--- config.mk ---
export PLATFORM = sky130hd
export DESIGN_NAME = aes_ctr_stream
export DESIGN_NICKNAME = d
export VERILOG_FILES = /design/src/rtl/aes_ctr_stream.sv
export SDC_FILE = /design/constraint.sdc
export NUM_CORES = 1
export LEC_CHECK = 0
export ABC_AREA = 1
export BUFFER_PORTS_ARGS = -buffer_cell sky130_fd_sc_hd__buf_2
export CORE_AREA = 4 4 450 452
export DETAILED_ROUTE_END_ITERATION = 8
export DIE_AREA = 0 0 454 456
export PLACE_DENSITY = 0.33
export SKIP_CTS_REPAIR_TIMING = 1
export SLEW_MARGIN = 20
export SYNTH_ARGS = -nofsm -noshare
export SYNTH_HDL_FRONTEND = slang
export SYNTH_SLANG_ARGS = --single-unit
--- constraint.sdc ---
create_clock -name clk -period 1.75 [get_ports clk]
set_input_delay 0.175 -clock clk [delete_from_list [all_inputs] [get_ports clk]]
set_output_delay 0.175 -clock clk [all_outputs]
set_load 0.005 [all_outputs]
--- src/rtl/aes_ctr_stream.sv ---
// AES counter-mode stream front end: loads the key into the core, then
// encrypts successive counter blocks and XORs each keystream block with input data.
module aes_ctr_stream #(
  parameter int unsigned CTR_WIDTH      = 32,
  parameter int unsigned TIMEOUT_CYCLES = 64
) (
  input  logic         clk,
  input  logic         rst_n,
  input  logic         cfg_start,
  input  logic [255:0] cfg_key,
  input  logic         cfg_keylen,
  input  logic [127:0] cfg_iv,
  input  logic         in_valid,
  output logic         in_ready,
  input  logic [127:0] in_data,
  input  logic         in_last,
  output logic         out_valid,
  input  logic         out_ready,
  output logic [127:0] out_data,
  output logic         out_last,
  output logic         busy,
  output logic         done,
  output logic         error,
  output logic         core_encdec,
  output logic         core_init,
  output logic         core_next,
  output logic [255:0] core_key,
  output logic         core_keylen,
  output logic [127:0] core_block,
  input  logic         core_ready,
  input  logic [127:0] core_result,
  input  logic         core_result_valid
);

  typedef enum logic [2:0] {
    IDLE,
    KEY_INIT,
    KEY_WAIT,
    READY,
    CIPHER,
    OUTPUT
  } state_t;

  localparam logic [127:0] CTR_MASK =
    {128{1'b1}} >> (128 - CTR_WIDTH);
  localparam int WDW = $clog2(TIMEOUT_CYCLES + 1);

  state_t         state;
  state_t         state_n;
  logic [WDW-1:0] wd;
  logic           waiting;
  logic           timeout;
  logic [127:0]   ctr;
  logic [127:0]   ctr_inc;
  logic [127:0]   data_q;
  logic           last_q;
  logic           next_q;
  logic           done_q;
  logic           err_q;

  assign waiting = (state == KEY_WAIT) || (state == CIPHER);
  assign timeout = waiting && (wd == WDW'(TIMEOUT_CYCLES - 1));

  // Only the low CTR_WIDTH bits roll over; the rest pass through untouched.
  assign ctr_inc = (ctr & ~CTR_MASK) |
                   ((ctr + 128'd1) & CTR_MASK);

  assign busy        = (state != IDLE);
  assign in_ready    = (state == READY);
  assign out_valid   = (state == OUTPUT);
  assign core_init   = (state == KEY_INIT);
  assign core_next   = next_q;
  assign core_block  = ctr;
  assign core_encdec = 1'b1;
  assign done        = done_q;
  assign error       = err_q;

  always_ff @(posedge clk or negedge rst_n) begin
    if (!rst_n) begin
      state <= IDLE;
    end else begin
      state <= state_n;
    end
  end

  always_comb begin
    state_n = state;
    unique case (state)
      IDLE:     if (cfg_start) state_n = KEY_INIT;
      KEY_INIT: state_n = KEY_WAIT;
      KEY_WAIT: begin
        if (core_ready)   state_n = READY;
        else if (timeout) state_n = IDLE;
      end
      READY:    if (in_valid) state_n = CIPHER;
      CIPHER: begin
        if (core_result_valid) state_n = OUTPUT;
        else if (timeout)      state_n = IDLE;
      end
      OUTPUT: begin
        if (out_ready) state_n = out_last ? IDLE : READY;
      end
      default:  state_n = IDLE;
    endcase
  end

  always_ff @(posedge clk or negedge rst_n) begin
    if (!rst_n) begin
      wd          <= '0;
      ctr         <= '0;
      data_q      <= '0;
      last_q      <= 1'b0;
      next_q      <= 1'b0;
      done_q      <= 1'b0;
      err_q       <= 1'b0;
      out_data    <= '0;
      out_last    <= 1'b0;
      core_key    <= '0;
      core_keylen <= 1'b0;
    end else begin
      wd     <= waiting ? wd + WDW'(1) : '0;
      next_q <= (state == READY) && in_valid;
      done_q <= (state == OUTPUT) && out_ready && out_last;
      unique case (state)
        IDLE: begin
          if (cfg_start) begin
            core_key    <= cfg_key;
            core_keylen <= cfg_keylen;
            ctr         <= cfg_iv;
            err_q       <= 1'b0;
          end
        end
        KEY_WAIT: begin
          if (!core_ready && timeout) err_q <= 1'b1;
        end
        READY: begin
          if (in_valid) begin
            data_q <= in_data;
            last_q <= in_last;
          end
        end
        CIPHER: begin
          if (core_result_valid) begin
            out_data <= data_q ^ core_result;
            out_last <= last_q;
            ctr      <= ctr_inc;
          end else if (timeout) begin
            err_q <= 1'b1;
          end
        end
        default: ;
      endcase
    end
  end

endmodule

* Word level (Yosys, flattened, before mapping)
Cells that the tools add are included.
Storage, ports and cells: register bits after elaboration 656, bits of input ports 649, output and inout bits 522, logic and storage cells 63
Operators by class: $add $sub $neg 2, equality and inequality tests 13, mux-type cells 17, bitwise operators 2, reduce and logical (&&, ||, !) cells 17
Operators by type and width (count):
- 2-to-1 mux 128 bit | 2
- one-hot mux 128 bit (2 select lines) | 1
- bitwise OR 128 x 32 -> 128 bit | 1
- bitwise XOR 128 bit | 1
- adder 32 x 1 -> 32 bit (second input constant) | 1
- 2-to-1 mux 3 bit | 6
- one-hot mux 3 bit (6 select lines) | 1
- != test 2 bit (second input constant) | 5
- adder 7 x 1 -> 7 bit (second input constant) | 1
- == test 7 x 6 -> 1 bit (second input constant) | 1
- 2-to-1 mux 7 bit | 1
- == test 3 x 2 -> 1 bit (second input constant) | 2
- == test 3 bit (second input constant) | 2
- AND reduction 2 bit | 3
- AND reduction 3 bit | 2
- nonzero test 3 bit | 2
- logical AND 1 bit | 5
- AND reduction 5 bit | 1
- 2-to-1 mux 1 bit | 4
- != test 2 x 1 -> 1 bit (second input constant) | 2
- == test 3 x 1 -> 1 bit (second input constant) | 1
- logical NOT 3 bit | 1
- one-hot mux 1 bit (3 select lines) | 1
- 2-to-1 mux 2 bit | 1
- 3 further kinds | 3

* Depth between registers and ports, before layout
depth after elaboration 6, depth in mapped cells 11, gate-level depth less buffers 11

* Worst setup path after synthesis
No wires, ideal clock.
path kind register to register, start register state[1], end register core_key[100], library setup time 125 ps, arrival time 1479 ps, data required time 1625 ps, slack 146 ps, cell stages (with the launch flop) 9, buffers on the path 3, period minus slack after synthesis 1604 ps, cell sequence dfrtp_1 nor2_2 nand2_2 inv_2 nand2_1 buf_6 buf_6 buf_6 mux2_4
Between the ends: word-level cells in the longest chain between the ends 2
Ends and longest elaborated chain:
- start, declared | line 48 | state_t state;
- start signal, assigned | line 82 | state <= state_n;
- logical NOT 3 bit | line 124 | unique case (state)
- AND reduction 2 bit (no line)
- end signal, assigned | line 127 | core_key <= cfg_key;
- end, declared | line 27 | output logic [255:0] core_key,
Every way passes these cells. A chain may end at the register's enable or synchronous reset.

* Worst setup path after layout
start register state[2], end output core_init
Between the ends: word-level cells in the longest chain between the ends 1
Ends and longest elaborated chain:
- == test 3 x 1 -> 1 bit | line 71 | assign core_init = (state == KEY_INIT);
- end, declared | line 25 | output logic core_init,
Every way passes these cells.

==> flow_metrics.tcl <==
set metrics [dict create \
    crit_type "register to output pin" \
    setup_ws_ps -61.2 \
    grt_max_degree 80 \
    fin_tns_setup_ps -298 \
    antenna_found_initial 20 \
    finish.instance_area_um2 48400 \
    drtAntennaViolNets 0 \
    drive_gt1_frac 0.442 \
    start_util 0.137 \
    cpPeakStageDelay_ps 410 \
    clk_latency_ps 700 \
    worstReg2RegStart "state[1]" \
    synth.distinct_cells 31 \
    cp.arrival_ps 1640 \
    cts_tree "yes" \
    worstPathCellList "buf_4, nor3_4, buf_6" \
    cts_buffers 88 \
    ir_drop_v 0.000792 \
    synth_area_leader_cell "dfrtp_1" \
    syn-num-nets 2981 \
    dieWidth_um 454 \
    slowest_stage "dfrtp_2" \
    grt_pass1_vias 23300 \
    syn_inst 2330 \
    synth-simple-area-share 0.119 \
    synth_edf_count 0 \
    yosysTopAreaCellShare 0.602 \
    worst_pin_slew_ps 716 \
    crit_fanout 3 \
    max_freq_ghz 0.552 \
    drt_iter0_drc 1073 \
    dieArea_um2 207000 \
    maxSlewViolCount 0 \
    rr_endpoint "core_key[52]" \
    overflow 0 \
    end_kind "output pin" \
    min_period_ps 1810 \
    cts-root-buf "clkbuf_16" \
    synth_top_family_by_area "multiplexers" \
    routed_wl_um 140000 \
    ys_warn_count 0 \
    final_cells 7073 \
    violations "negative hold slack, negative setup slack" \
    swShare 0.348 \
    cap_viol_max_count 0 \
    syn_to_final_growth_pct 77.7 \
    synthFlopType "dfrtp_1" \
    ys_seq_area_frac 0.602 \
    placeableCoreArea_um2 199000 \
    synth_adder_area_share 0.000918 \
    p_clk_frac 0.242 \
    wl_per_cell_um 19.8 \
    dieHeight_um 456 \
    cts_max_level 3 \
    rsz0062_at_grt "true" \
    synthMuxAreaShare 0.169 \
    crit_end "core_init" \
    num-nets-final 4983 \
    critPathLaunchType "register" \
    fin_crit_sh 1.03 \
    finalHoldViolations 1 \
    crit_start "state[2]" \
    final.fill_count 21500 \
    rrSetupSlack_ps -30 \
    grt_pass1_wl_um 180000 \
    synth_xor_area_frac 0.0421 \
    synth.top_cells.by_count "675 x nand2_1, 656 x dfrtp_1, 183 x mux2_2" \
    drc_errors 0 \
    ys_ff_latch 656 \
    switchingPower_w 0.0272 \
    grt.total_usage 0.122 \
    ys_top_cells_by_area "dfrtp_1 60%, mux2_4 9.4%, nand2_1 9.3%, mux2_2 7.6%, xnor2_1 4.2%" \
    final-setup-viol-count 18 \
    post-synth-top-count-cell "nand2_1" \
    p_leak_nw 23.5 \
    vias 24500 \
    required_ps 1570 \
    synth.cell_area_um2 27300 \
    syn_area_per_cell_um2 11.7 \
    worst_hold_slack_ps -31.6 \
    synth-compound-area-share 0.0353 \
    hpwl_um 105000 \
    io_pins 1171 \
    status "complete, but fails checks" \
    cts.reportedPaths.clkPinSlew_ps 60 \
    fin_worst_skew_ps 17.5 \
    gp_congestion 0.833 \
    worstRegToRegCells 7 \
    power_frac_comb 0.406 \
    place_area_um2 37500 \
    firstDrtPassIters 6 \
    rows 164 \
    async_flop_share 1.00 \
    slew_headroom 0.519 \
    clock-sinks 656 \
    seq_power_share 0.351 \
    dp_cells 6201 \
    vias_per_cell 3.46 \
    internal-power_w 0.0509 \
    hold_class "primary input to register" \
    final_util 0.244 \
    clk_path_buf_depth 3 \
    portBuffers 1169 \
    power.density_nw_per_um2 1610 \
]
kinds of logic after synthesis:
logic type | after synthesis
AOI/OAI and AO/OA | 190
DFF | 656
and+or+nand+nor | 834
adders and majority gates | 2
buffers and inverters | 163
muxes | 353
other | 1
xor gates and xnor gates | 131
layer usage:
metal / vias up / track usage / share of wire
met3: 171 / 0.0413 / 0.065
met4: 6 / 0.0488 / 0.030
met2: 734 / 0.212 / 0.52
li1: 11700 / - / -
met5: - / 0 / 0.00029
met1: 11900 / 0.135 / 0.39
power by group through the flow:
stage          Sequential, W  Clock [W]  Combinational [W]
2_1_floorplan         0.0271          0             0.0133
6_report              0.0274     0.0189             0.0317
3_3_place_gp          0.0276          0             0.0283
4_1_cts               0.0275     0.0198             0.0286
3_5_place_dp          0.0276          0             0.0285
5_1_grt               0.0283     0.0204             0.0348
layout make-up:
class                           instances  area, um2  share of cell area
Antenna cell                           12       30.0            0.000620
Clock buffer                          127       2610              0.0539
Clock inverter                         36        399             0.00824
Inverter                               54        245             0.00506
Multi-Input combinational cell       1512      10200               0.210
Sequential cell                       656      16400               0.339
Tap cell                             2656       3320              0.0686
Timing Repair Buffer                 2020      15200               0.314
worst min path at each step:
| stage | slack (ps) | from | endpoint | cells after the start |
|---|---|---|---|---|
| final | -30 | core_result[48] | out_data[48] | 3 |
| after global routing | 1 | core_result[49] | out_data[49] | 4 |
| after CTS | -780 | rst_n | core_key[28] | 1 |
| after detailed placement | 30 | rst_n | data_q[41] | 1 |
| after global placement | 30 | rst_n | data_q[41] | 1 |
| after floorplan | -120 | rst_n | core_block[0] | 0 |
flip-flops by register name, indices dropped and copies added, names as in the netlist:
name         cells
out_last         1
core_key       256
state            3
error            1
data_q         128
done             1
wd               7
core_keylen      1
out_data       128
core_block     128
last_q           1
core_next        1
cell usage in the layout, fill, tap and decap left out, drive strengths merged:
cell,synthesis,final
ha,2,2
nor4,2,2
clkinv,0,21
o21ai,163,163
nor2,99,99
o21bai,1,1
xnor2,130,130
dfrtp,656,656
nand3,39,39
nor3,4,4
bufinv,0,6
mux2,353,353
a21oi,20,20
a31oi,3,3
nand3b,4,4
o22ai,3,3
dlygate4sd3,0,639
nand2,677,678
inv,54,58
nand4,4,4
diode,0,12
xor2,1,1
buf,77,1355
clkbuf,32,153
conb,1,1
or2,5,5
clkinvlp,0,5
through the flow:
step	power [W]	worst slack, ps
3_3_place_gp	0.0559	-69.5
6_report	0.0780	-61.2
3_5_place_dp	0.0561	-64.0
4_1_cts	0.0758	-294
2_1_floorplan	0.0404	146
5_1_grt	0.0835	-174
worst max-delay path: cells and delay by family (launching register included):
| kind | cells | cell delay, ps |
|---|---|---|
| flops | 1 | 410 |
| simple gates | 1 | 210 |
| buf+inv | 2 | 320 |
No activity file was read; power rests on OpenSTA's default activity.
